## src/rtl/ahb_lite_manager.sv

```systemverilog
// AHB-Lite manager: converts a valid/ready request stream into pipelined
// single NONSEQ transfers and returns one in-order response per request.
// Two register slots form the pipeline: AP holds the transfer currently in
// its address phase, DP holds the transfer currently in its data phase.
module ahb_lite_manager #(
  parameter int ADDR_W = 32,
  parameter int DATA_W = 32
) (
  input  logic              clk_i,
  input  logic              rst_i,
  input  logic              req_valid_i,
  output logic              req_ready_o,
  input  logic              req_write_i,
  input  logic [ADDR_W-1:0] req_addr_i,
  input  logic [2:0]        req_size_i,
  input  logic [DATA_W-1:0] req_wdata_i,
  output logic              rsp_valid_o,
  output logic [DATA_W-1:0] rsp_rdata_o,
  output logic              rsp_error_o,
  output logic [ADDR_W-1:0] haddr_o,
  output logic              hwrite_o,
  output logic [1:0]        htrans_o,
  output logic [2:0]        hsize_o,
  output logic [DATA_W-1:0] hwdata_o,
  input  logic [DATA_W-1:0] hrdata_i,
  input  logic              hready_i,
  input  logic              hresp_i
);

  localparam logic [1:0] HTRANS_IDLE   = 2'b00;
  localparam logic [1:0] HTRANS_NONSEQ = 2'b10;

  // Address-phase slot
  logic              ap_valid;
  logic [ADDR_W-1:0] ap_addr;
  logic              ap_write;
  logic [2:0]        ap_size;
  logic [DATA_W-1:0] ap_wdata;

  // Data-phase slot
  logic              dp_valid;
  logic              dp_write;
  logic [DATA_W-1:0] dp_wdata;

  // Set during the first ERROR cycle; forces IDLE and holds AP until the
  // erroring transfer finishes its second ERROR cycle.
  logic              suppress;

  // Registered response
  logic              rsp_valid_q;
  logic              rsp_error_q;
  logic [DATA_W-1:0] rsp_rdata_q;

  logic err1;
  logic accept;
  logic addr_done;
  logic data_done;

  // Handshake: a request transfers on any cycle where req_valid_i && req_ready_o.
  // The caller must hold req_* stable while req_valid_i is high and
  // req_ready_o is low. The response side has no back-pressure: rsp_valid_o
  // is a single-cycle pulse the consumer always takes.
  always_comb begin
    err1        = dp_valid && hresp_i && !hready_i;
    req_ready_o = !rst_i && !suppress && !err1 && (!ap_valid || hready_i);
    accept      = req_valid_i && req_ready_o;
    addr_done   = ap_valid && !suppress && hready_i;
    data_done   = dp_valid && hready_i;
  end

  // Address-phase slot: load on accept, otherwise drain when the address completes
  always_ff @(posedge clk_i) begin
    if (rst_i) begin
      ap_valid <= 1'b0;
      ap_addr  <= '0;
      ap_write <= 1'b0;
      ap_size  <= '0;
      ap_wdata <= '0;
    end else if (accept) begin
      ap_valid <= 1'b1;
      ap_addr  <= req_addr_i;
      ap_write <= req_write_i;
      ap_size  <= req_size_i;
      ap_wdata <= req_wdata_i;
    end else if (addr_done) begin
      ap_valid <= 1'b0;
    end
  end

  // Data-phase slot: take over AP when its address completes, else drain on data completion
  always_ff @(posedge clk_i) begin
    if (rst_i) begin
      dp_valid <= 1'b0;
      dp_write <= 1'b0;
      dp_wdata <= '0;
    end else if (addr_done) begin
      dp_valid <= 1'b1;
      dp_write <= ap_write;
      dp_wdata <= ap_wdata;
    end else if (data_done) begin
      dp_valid <= 1'b0;
    end
  end

  // Suppress flag: raised by the first ERROR cycle, dropped once the transfer completes
  always_ff @(posedge clk_i) begin
    if (rst_i) begin
      suppress <= 1'b0;
    end else if (err1) begin
      suppress <= 1'b1;
    end else if (data_done) begin
      suppress <= 1'b0;
    end
  end

  // Response register: one pulse per completed data phase, read data only for reads
  always_ff @(posedge clk_i) begin
    if (rst_i) begin
      rsp_valid_q <= 1'b0;
      rsp_error_q <= 1'b0;
      rsp_rdata_q <= '0;
    end else begin
      rsp_valid_q <= data_done;
      rsp_error_q <= data_done && hresp_i;
      rsp_rdata_q <= (data_done && !dp_write) ? hrdata_i : '0;
    end
  end

  // Bus outputs are taken directly from the slot registers
  always_comb begin
    htrans_o    = (ap_valid && !suppress) ? HTRANS_NONSEQ : HTRANS_IDLE;
    haddr_o     = ap_addr;
    hwrite_o    = ap_write;
    hsize_o     = ap_size;
    hwdata_o    = dp_wdata;
    rsp_valid_o = rsp_valid_q;
    rsp_error_o = rsp_error_q;
    rsp_rdata_o = rsp_rdata_q;
  end

endmodule

```

## config.mk

```make
export PLATFORM = sky130hd
export DESIGN_NAME = ahb_lite_manager
export DESIGN_NICKNAME = d
export VERILOG_FILES = /design/src/rtl/ahb_lite_manager.sv
export SDC_FILE = /design/constraint.sdc
export NUM_CORES = 1
export LEC_CHECK = 0
export BUFFER_PORTS_ARGS = -buffer_cell sky130_fd_sc_hd__buf_2
export CELL_PAD_IN_SITES_DETAIL_PLACEMENT = 1
export CELL_PAD_IN_SITES_GLOBAL_PLACEMENT = 1
export CORE_MARGIN = 5
export CORE_UTILIZATION = 30
export CTS_CLUSTER_SIZE = 25
export DETAILED_ROUTE_END_ITERATION = 12
export PLACE_DENSITY_LB_ADDON = 0.1
export SLEW_MARGIN = 30
export SYNTH_ARGS = -nofsm -noshare
export SYNTH_HDL_FRONTEND = slang
export SYNTH_SLANG_ARGS = --single-unit
```

## constraint.sdc

```tcl
create_clock -name clk_i -period 3.4 [get_ports clk_i]
set_input_delay 0.17 -clock clk_i [delete_from_list [all_inputs] [get_ports clk_i]]
set_output_delay 0.17 -clock clk_i [all_outputs]
set_load 0.005 [all_outputs]
```

Word level (Yosys, flattened, before mapping)
Cells that the tools add are included.
{ "op_classes": {"addsub": 0, "multipliers": 0, "div": 0, "magnitude_cmp": 0, "eq_ne": 0, "shift": 0, "muxes": 6, "bitwise_logic": 1, "reduce_logical": 22} }
{ "ops": {"columns": ["operator", "count"], "rows": [
  ["1-bit logical AND", 11],
  ["1-bit zero test", 6],
  ["2-bit nonzero test", 3],
  ["1-bit two-way mux", 5],
  ["2-bit two-way mux", 1],
  ["2-bit OR reduction", 1],
  ["1-bit logical OR", 1],
  ["1-bit inverter", 1]
]} }
{ "totals": {"ff_bits": 138, "latchBits": 0, "ram_bits": 0, "mem_bits_ro": 0, "input_bits": 105, "output_inout_bits": 105, "wordCells": 41, "mem_count": 0} }

Depth between registers and ports, before layout
Gate-level depths: netlist (run 1).
{ "depth": {"depth_word": 7, "ltp_mapped": 6, "depth_no_buf": 3} }

Least setup slack after synthesis (run 1)
Ideal clock, no wire load.
{ "synth_path": {"path_type": "flip-flop to flip-flop", "start": "register suppress", "end": "register ap_addr[0] (netlist: haddr_o[0])", "setup_ps": 121, "t_arrival_ps": 1738, "slack_ps": 1540, "path_stages_with_launch": 7, "n_path_buf": 3, "path_cell_list": "dfxtp_1 or2_1 or4_4 buf_6 buf_6 buf_6 mux2_4"} }
{ "synth_via": {"elab_chain_len": 5} }
{ "synth_lines": {"columns": ["item", "line_no", "rtl"], "rows": [
  ["start: declaration", "47", "logic suppress;"],
  ["start signal: assignment", "108", "suppress <= 1'b0;"],
  ["start signal: assignment", "110", "suppress <= 1'b1;"],
  ["start signal: assignment", "112", "suppress <= 1'b0;"],
  ["1-bit zero test", "65", "req_ready_o = !rst_i && !suppress && !err1 && (!ap_valid || hready_i);"],
  ["1-bit logical AND (3 in series)", "65", null],
  ["1-bit logical AND", "66", "accept = req_valid_i && req_ready_o;"],
  ["end signal: assignment", "81", "ap_addr <= req_addr_i;"],
  ["end: declaration", "35", "logic [ADDR_W-1:0] ap_addr;"]
]} }
Every way passes these cells.
A chain may end at the register's enable or synchronous reset.

Worst setup path after layout (run 1)
{ "layout_path": {"start": "input hready_i", "end": "register ap_addr[7] (netlist: haddr_o[7])"} }
{ "layout_via": {"elab_chain_len": 6} }
{ "layout_lines": {"columns": ["item", "line_no", "rtl"], "rows": [
  ["start: declaration", "26", "input logic hready_i,"],
  ["1-bit zero test", "64", "err1 = dp_valid && hresp_i && !hready_i;"],
  ["1-bit logical AND", "64", null],
  ["1-bit zero test", "65", null],
  ["1-bit logical AND", "65", null],
  ["1-bit logical AND (*)", "65", null],
  ["1-bit logical AND (*)", "66", null]
]} }
Every way passes the cells marked *; elsewhere a longest branch is shown, timed or not.

==> results of run 1 <==
-- kinds of logic (layout without fill, tap and decap cells) --
logic type / count (synthesis) / after routing
compound gates: 37 / 37
buf+inv: 31 / 348
flops: 138 / 138
mux: 68 / 68
other cells: 1 / 1
simple gates: 180 / 180
-- per-layer routing --
metal	part of all wire [%]	vias up
li1	-	2078
met3	8.6	22
met2	51	146
met4	1.5	0
met5	0	-
met1	39	1995
-- tightest hold or removal path, cell delays in order --
cell,delay [ns]
buf_4,0.12
buf_6,0.31
a21oi_1,0.20
-- state kept, by name, summed over array words and instances (netlist names) --
name         flops
hwrite_o         1
ap_valid         1
suppress         1
ap_wdata        32
hsize_o          3
rsp_error_o      1
hwdata_o        32
haddr_o         32
dp_valid         1
dp_write         1
rsp_valid_o      1
rsp_rdata_o     32
-- cell type report --
| type | count | share of cell area [%] |
|---|---|---|
| Clock inverter | 13 | 3.140 |
| Clock buffer | 19 | 5.798 |
| Tap cell | 216 | 3.460 |
| Timing Repair Buffer | 315 | 27.12 |
| Multi-Input combinational cell | 286 | 25.07 |
| Inverter | 1 | 0.04805 |
| Sequential cell | 138 | 35.37 |
-- timing repair --
action / 4_1_cts / 5_1_grt
hold endpoints to repair: 102 / 0
gates resized for setup: 0 / 0
hold buffers: 102 / 0
-- report_power, final --
part	switching, mW	internal [mW]
clock network	0.694	1.48
registers	0.0368	1.70
logic	0.155	0.257
-- worst max path at each step --
stage | start | to | slack, ns | cells past startpoint
finish | hready_i | haddr_o[7] | 1.15 | 6
CTS | hready_i | haddr_o[0] | 1.18 | 6
global route | hready_i | haddr_o[7] | 1.12 | 6
global placement | suppress | haddr_o[1] | 1.30 | 3
floorplan | suppress | haddr_o[0] | 1.54 | 6
detailed placement | suppress | haddr_o[0] | 1.26 | 4
-- cells in the final DEF, fill, tap and decap left out, types with 2 or more instances in the layout --
cell,count
and3b_1,2
buf_2,207
buf_4,4
clkbuf_8,2
dfxtp_1,138
nor2b_1,70
mux2_4,9
dlygate4sd3_1,102
nand2_1,68
a21oi_1,36
mux2_2,59
clkinvlp_4,2
clkinv_2,4
clkbuf_16,17
and2_1,33
bufinv_16,7
-- stage by stage --
stage	std cells	area, um2	power (mW)	setup WS (ns)	hold WS [ns]
2_1_floorplan	455	4865	1.940	1.540	0.2701
3_3_place_gp	853	6068	2.076	1.298	0.3693
3_5_place_dp	854	6092	2.091	1.257	0.3744
6_report	988	7811	4.325	1.151	0.4227
4_1_cts	988	7811	4.395	1.178	0.4343
5_1_grt	988	7811	4.497	1.116	0.4655
==> out/qor.yml, run 1 <==
worstHoldStart: "rst_i"
p_leak_nw: 3.655
clk_latency_ns: 0.42
yosys.area.top_type: "dfxtp_1"
avgRoutedWirePerCell_um: 15.30
r2r_setup_slack_ns: 1.24
synthXorXnorAreaFrac_pct: 0
reg2reg_depth: 4
tightest_slew_ns: 0.7995
ys_seq_elements: 138
synth.area.mux_share_pct: 16.44
gr-usage-met1_pct: 17.72
seq_area_um2: 2763
cts_buffers: 17
critPathBufInv: 3
critPathLaunchType: "primary input"
grt_pass1_wl_um: 24120
start_util_pct: 30.62
core_area_um2: 15890
path_clk_slew_ns: 0.06
cp_slowest_cell: "or4_4"
cts_buffer_depth: 2
synthSimpleGateAreaFrac_pct: 19.78
endpoint_kind: "flop"
die_h_um: 137.3
fillers: 1811
tritoncts: "built"
synthAdderAreaFrac_pct: 0
num_io_pins: 210
post-route-period-util_pct: 66.16
fin_tns_setup_ns: 0
ys_top_cells_by_area: "dfxtp_1, mux2_2, nor2b_1, nand2_1, and2_1"
drtPass1Iterations: 4
dp_hpwl_um: 9681
grt_setup_unrepaired: "no"
peakVddDrop_mv: 0.3280
drc_errors: 0
gp_congestion: 0.6774
yosysMostFrequentCell: "dfxtp_1"
grt_max_degree: 107
viasPerCell: 4.293
n_antenna_cell: 0
cts_setup_buffers: 0
utilization_pct: 49.17
worst_path_dominant_cell_family: "buffers and inverters"
crit_path_max_fanout: 41
drive_above_1_share_pct: 40.80
slew-limit-headroom_pct: 46.70
holdPathEnd: "ap_valid"
grtUsageMet2_pct: 29.07
max_stage_delay_ns: 0.79
hold_viol_final: 0
r2r-end: "haddr_o[7]"
period_minus_slack_ns: 2.249
synth_cell_types: 21
drv_cap: 0
top_usage_layer: "met2"
ys_top_cells_by_count: "dfxtp_1, nor2b_1, nand2_1, mux2_2, a21oi_1"
cp_data_required_time_ns: 3.70
dieArea_um2: 18860
h-tree-depth: 4
fmax_mhz: 444.6
area_growth_pct: 60.57
async_flop_share_pct: 0
drtAntennaViolNets: 0
worst_clock_skew_ns: 0.005424
yosysWarnings: 0
syn-cell-area_um2: 4865
synth_top_family_by_area: "simple AND/OR/NAND/NOR gates"
drt-initial-drc-count: 97
root_buffer: "clkbuf_16"
numPortBuffers: 208
fp.dieW_um: 137.3
vias: 4241
path_cells: "dlygate4sd3_1, buf_2, and3b_1, or4_4, buf_12, mux2_4"
yosysSeqAreaShare_pct: 56.79
finalSetupViolCount: 0
maxSlewViolCount: 0
regToRegStartpoint: "suppress"
cts_sinks: 138
synth_cells: 455
synth_top_area_share_pct: 56.79
syn_avg_cell_area_um2: 10.69
synth_fp_nets: 560
critical_path_arrival_ns: 2.55
synth_compound_area_share_pct: 3.858
status: "finished, final reports clean"
grt-ovfl-total: 0
row_count: 46
grt_antenna_before_repair: 0
use_met3_pct: 7.159
grt_pass1_vias: 4778
synth_edf_count: 0
holdPathStages: 3
track_usage_pct: 16.65
synth_ff_type: "dfxtp_1"
multi_input_comb_area_um2: 1958
power.density_nw_per_um2: 553.7
crit_type: "in2reg"
nNetsFinal: 864
min_path_type: "in2reg"
wirelength_um: 15110
Note: power is estimated with default switching activity, not from simulation.
==> run 2: changes to the inputs <==
--- a/config.mk
+++ b/config.mk
@@ -5,6 +5,7 @@
 export SDC_FILE = /design/constraint.sdc
 export NUM_CORES = 1
 export LEC_CHECK = 0
+export ABC_AREA = 1
 export BUFFER_PORTS_ARGS = -buffer_cell sky130_fd_sc_hd__buf_2
 export CELL_PAD_IN_SITES_DETAIL_PLACEMENT = 1
 export CELL_PAD_IN_SITES_GLOBAL_PLACEMENT = 1
==> constraint.sdc (replaced) <==
create_clock -name clk_i -period 2 [get_ports clk_i]
set_input_delay 0.1 -clock clk_i [delete_from_list [all_inputs] [get_ports clk_i]]
set_output_delay 0.1 -clock clk_i [all_outputs]
set_load 0.005 [all_outputs]
==> out/qor.yml, run 2 <==
grt_pass1_vias: 5473
switching_power_mw: 1.640
power_mw: 7.149
gp_congestion: 0.7490
path_cells: "dlygate4sd3_1, buf_2, nor2_1, nand2_1, nor2_4, buf_12, buf_2"
numPortBuffers: 208
fin_tns_setup_ns: 0
min_path_type: "in2reg"
synth_ff_type: "dfxtp_1"
r2r-end: "ap_wdata[5]"
holdPathStages: 5
async_flop_share_pct: 0
intPower_mw: 5.509
synth_top_area_share_pct: 52.11
hold_viol_final: 0
max_stage_delay_ns: 0.55
cts_buffers: 17
worstHoldStart: "req_wdata_i[20]"
holdPathEnd: "ap_wdata[20]"
track_usage_pct: 16.50
yosysMostFrequentCell: "dfxtp_1"
crit_path_max_fanout: 76
fp.dieW_um: 142.9
viasPerCell: 4.423
syn_avg_cell_area_um2: 7.363
final_area_um2: 7559
drv_cap: 0
area_growth_pct: 42.58
drive_above_1_share_pct: 26.56
n_antenna_cell: 0
power.clock.fraction_pct: 48.9
fmax_mhz: 552.4
final_cell_mix: "buf_2, dfxtp_1, nand2_1"
synth_edf_count: 0
dp_hpwl_um: 11510
switching_share_pct: 22.94
p_leak_nw: 3.895
cts_sinks: 138
start_util_pct: 30.65
die_h_um: 142.9
h-tree-depth: 4
reg2reg_depth: 7
ys_top_cells_by_area: "dfxtp_1, a21oi_1, nand3_1, nand2_1, inv_1"
dieArea_um2: 20430
synth_cell_types: 17
num_io_pins: 210
syn-cell-area_um2: 5301
power.density_nw_per_um2: 945.9
wirelength_um: 16800
placed_cell_area_um2: 6476
cts_buffer_depth: 2
tritoncts: "built"
grt_pass1_wl_um: 27060
root_buffer: "clkbuf_16"
crit_type: "in2out"
synth_fp_nets: 825
r2r_setup_slack_ns: 0.59
grt_antenna_before_repair: 1
row_count: 48
nNetsFinal: 1052
avgRoutedWirePerCell_um: 14.17
grt_max_degree: 77
post-route-period-util_pct: 90.51
mostFrequentLayoutCell: "buf_2"
ys_top_cells_by_count: "dfxtp_1, nand2_1, a21oi_1, inv_1, nor2_1"
vias: 5241
drc_errors: 0
grt-ovfl-total: 0
synth_cells: 720
p_seq_share_pct: 41.0
layout_setup_ws_ns: 0.1898
clk_latency_ns: 0.41
seq_area_um2: 2763
core_area_um2: 17300
period_minus_slack_ns: 1.810
yosysWarnings: 0
cp_data_required_time_ns: 1.90
fillers: 2153
peakVddDrop_mv: 0.5529
endpoint_kind: "primary output"
comb_power_share_pct: 10.2
yosysSeqAreaShare_pct: 52.11
path_clk_slew_ns: 0.05
regToRegStartpoint: "suppress"
cpMostUsedCell: "buf_2"
critPathLaunchType: "primary input"
maxSlewViolCount: 0
cts_setup_buffers: 0
worst_clock_skew_ns: 0.007024
grt_setup_unrepaired: "no"
finalSetupViolCount: 0
drtPass1Iterations: 4
ys_seq_elements: 138
drtAntennaViolNets: 0
drt-initial-drc-count: 179
cp_slowest_cell: "dlygate4sd3_1"
yosys.area.top_type: "dfxtp_1"
critical_path_arrival_ns: 1.71
status: "finished, final reports clean"
dp_slack_ns: 0.5765
multi_input_comb_area_um2: 1859
run 2: changes by cell type after synthesis, sizes merged, moves of 2 or more:
cell | previous run | this run
and2 | 33 | 0
a21oi | 36 | 104
buf | 9 | 31
clkbuf | 21 | 24
nor2b | 70 | 0
nand2 | 68 | 110
nor2 | 1 | 105
nor3 | 2 | 0
nand3 | 0 | 100
mux2 | 68 | 0
and3b | 2 | 0
inv | 1 | 104
run 2: timing repair:
| item | CTS | global route |
|---|---|---|
| hold buffers | 42 | 0 |
| hold endpoints to repair | 42 | 0 |
| resized for setup | 0 | 0 |
run 2: layout make-up:
type,instances,share of cell area (%)
sequential,138,36.55
multi-input combinational,422,24.60
timing repair buffer,263,21.16
tap,225,3.725
inverter,105,5.214
clock inverter,10,2.483
clock buffer,22,6.274
run 2: cells by family after synthesis:
logic type	share of synthesized area [%]
simple gates	24.90
buf+inv	13.00
flops	52.11
compound gates	9.913
other cells	0.07074
run 2: worst max path at each step:
stage          startpoint  depth (start not counted)     endpoint
2_1_floorplan    suppress                          8  ap_wdata[0]
3_3_place_gp     ap_valid                          5  hwdata_o[1]
3_5_place_dp     suppress                          7  ap_wdata[5]
4_1_cts             rst_i                          7  req_ready_o
5_1_grt             rst_i                          7  req_ready_o
6_report            rst_i                          7  req_ready_o
run 2: per-layer routing:
| layer | share of wire [%] | vias up | global-route usage (%) | wire length (um) |
|---|---|---|---|---|
| met3 | 7.1 | 13 | 5.660 | 1188 |
| met1 | 44 | 2403 | 20.10 | 7414 |
| met5 | 0.12 | - | 0 | 20 |
| li1 | - | 2683 | - | - |
| met2 | 48 | 140 | 28.29 | 8042 |
| met4 | 0.77 | 2 | 3.602 | 130 |
run 2: power groups by stage:
| stage | sequential, mW | clock (mW) | combinational [mW] |
|---|---|---|---|
| after floorplan | 2.98 | 0 | 0.407 |
| after global routing | 2.94 | 3.70 | 0.830 |
| after detailed placement | 2.99 | 0 | 0.678 |
| after CTS | 2.93 | 3.58 | 0.744 |
| final | 2.93 | 3.50 | 0.726 |
| after global placement | 2.98 | 0 | 0.647 |
run 2: worst max-delay path: cells and delay by family:
kind | cells | cell delay, ns
buffers and inverters | 4 | 1.23
and+or+nand+nor | 3 | 0.33
run 2: metrics by stage:
step	instances	hold slack, ns	utilization (%)
after global placement	1111	0.3131	37.44
after floorplan	720	0.2122	-
final	1185	0.008457	43.70
after global routing	1185	0.01440	43.70
after detailed placement	1111	0.3208	37.44
after CTS	1185	0.0002486	43.70
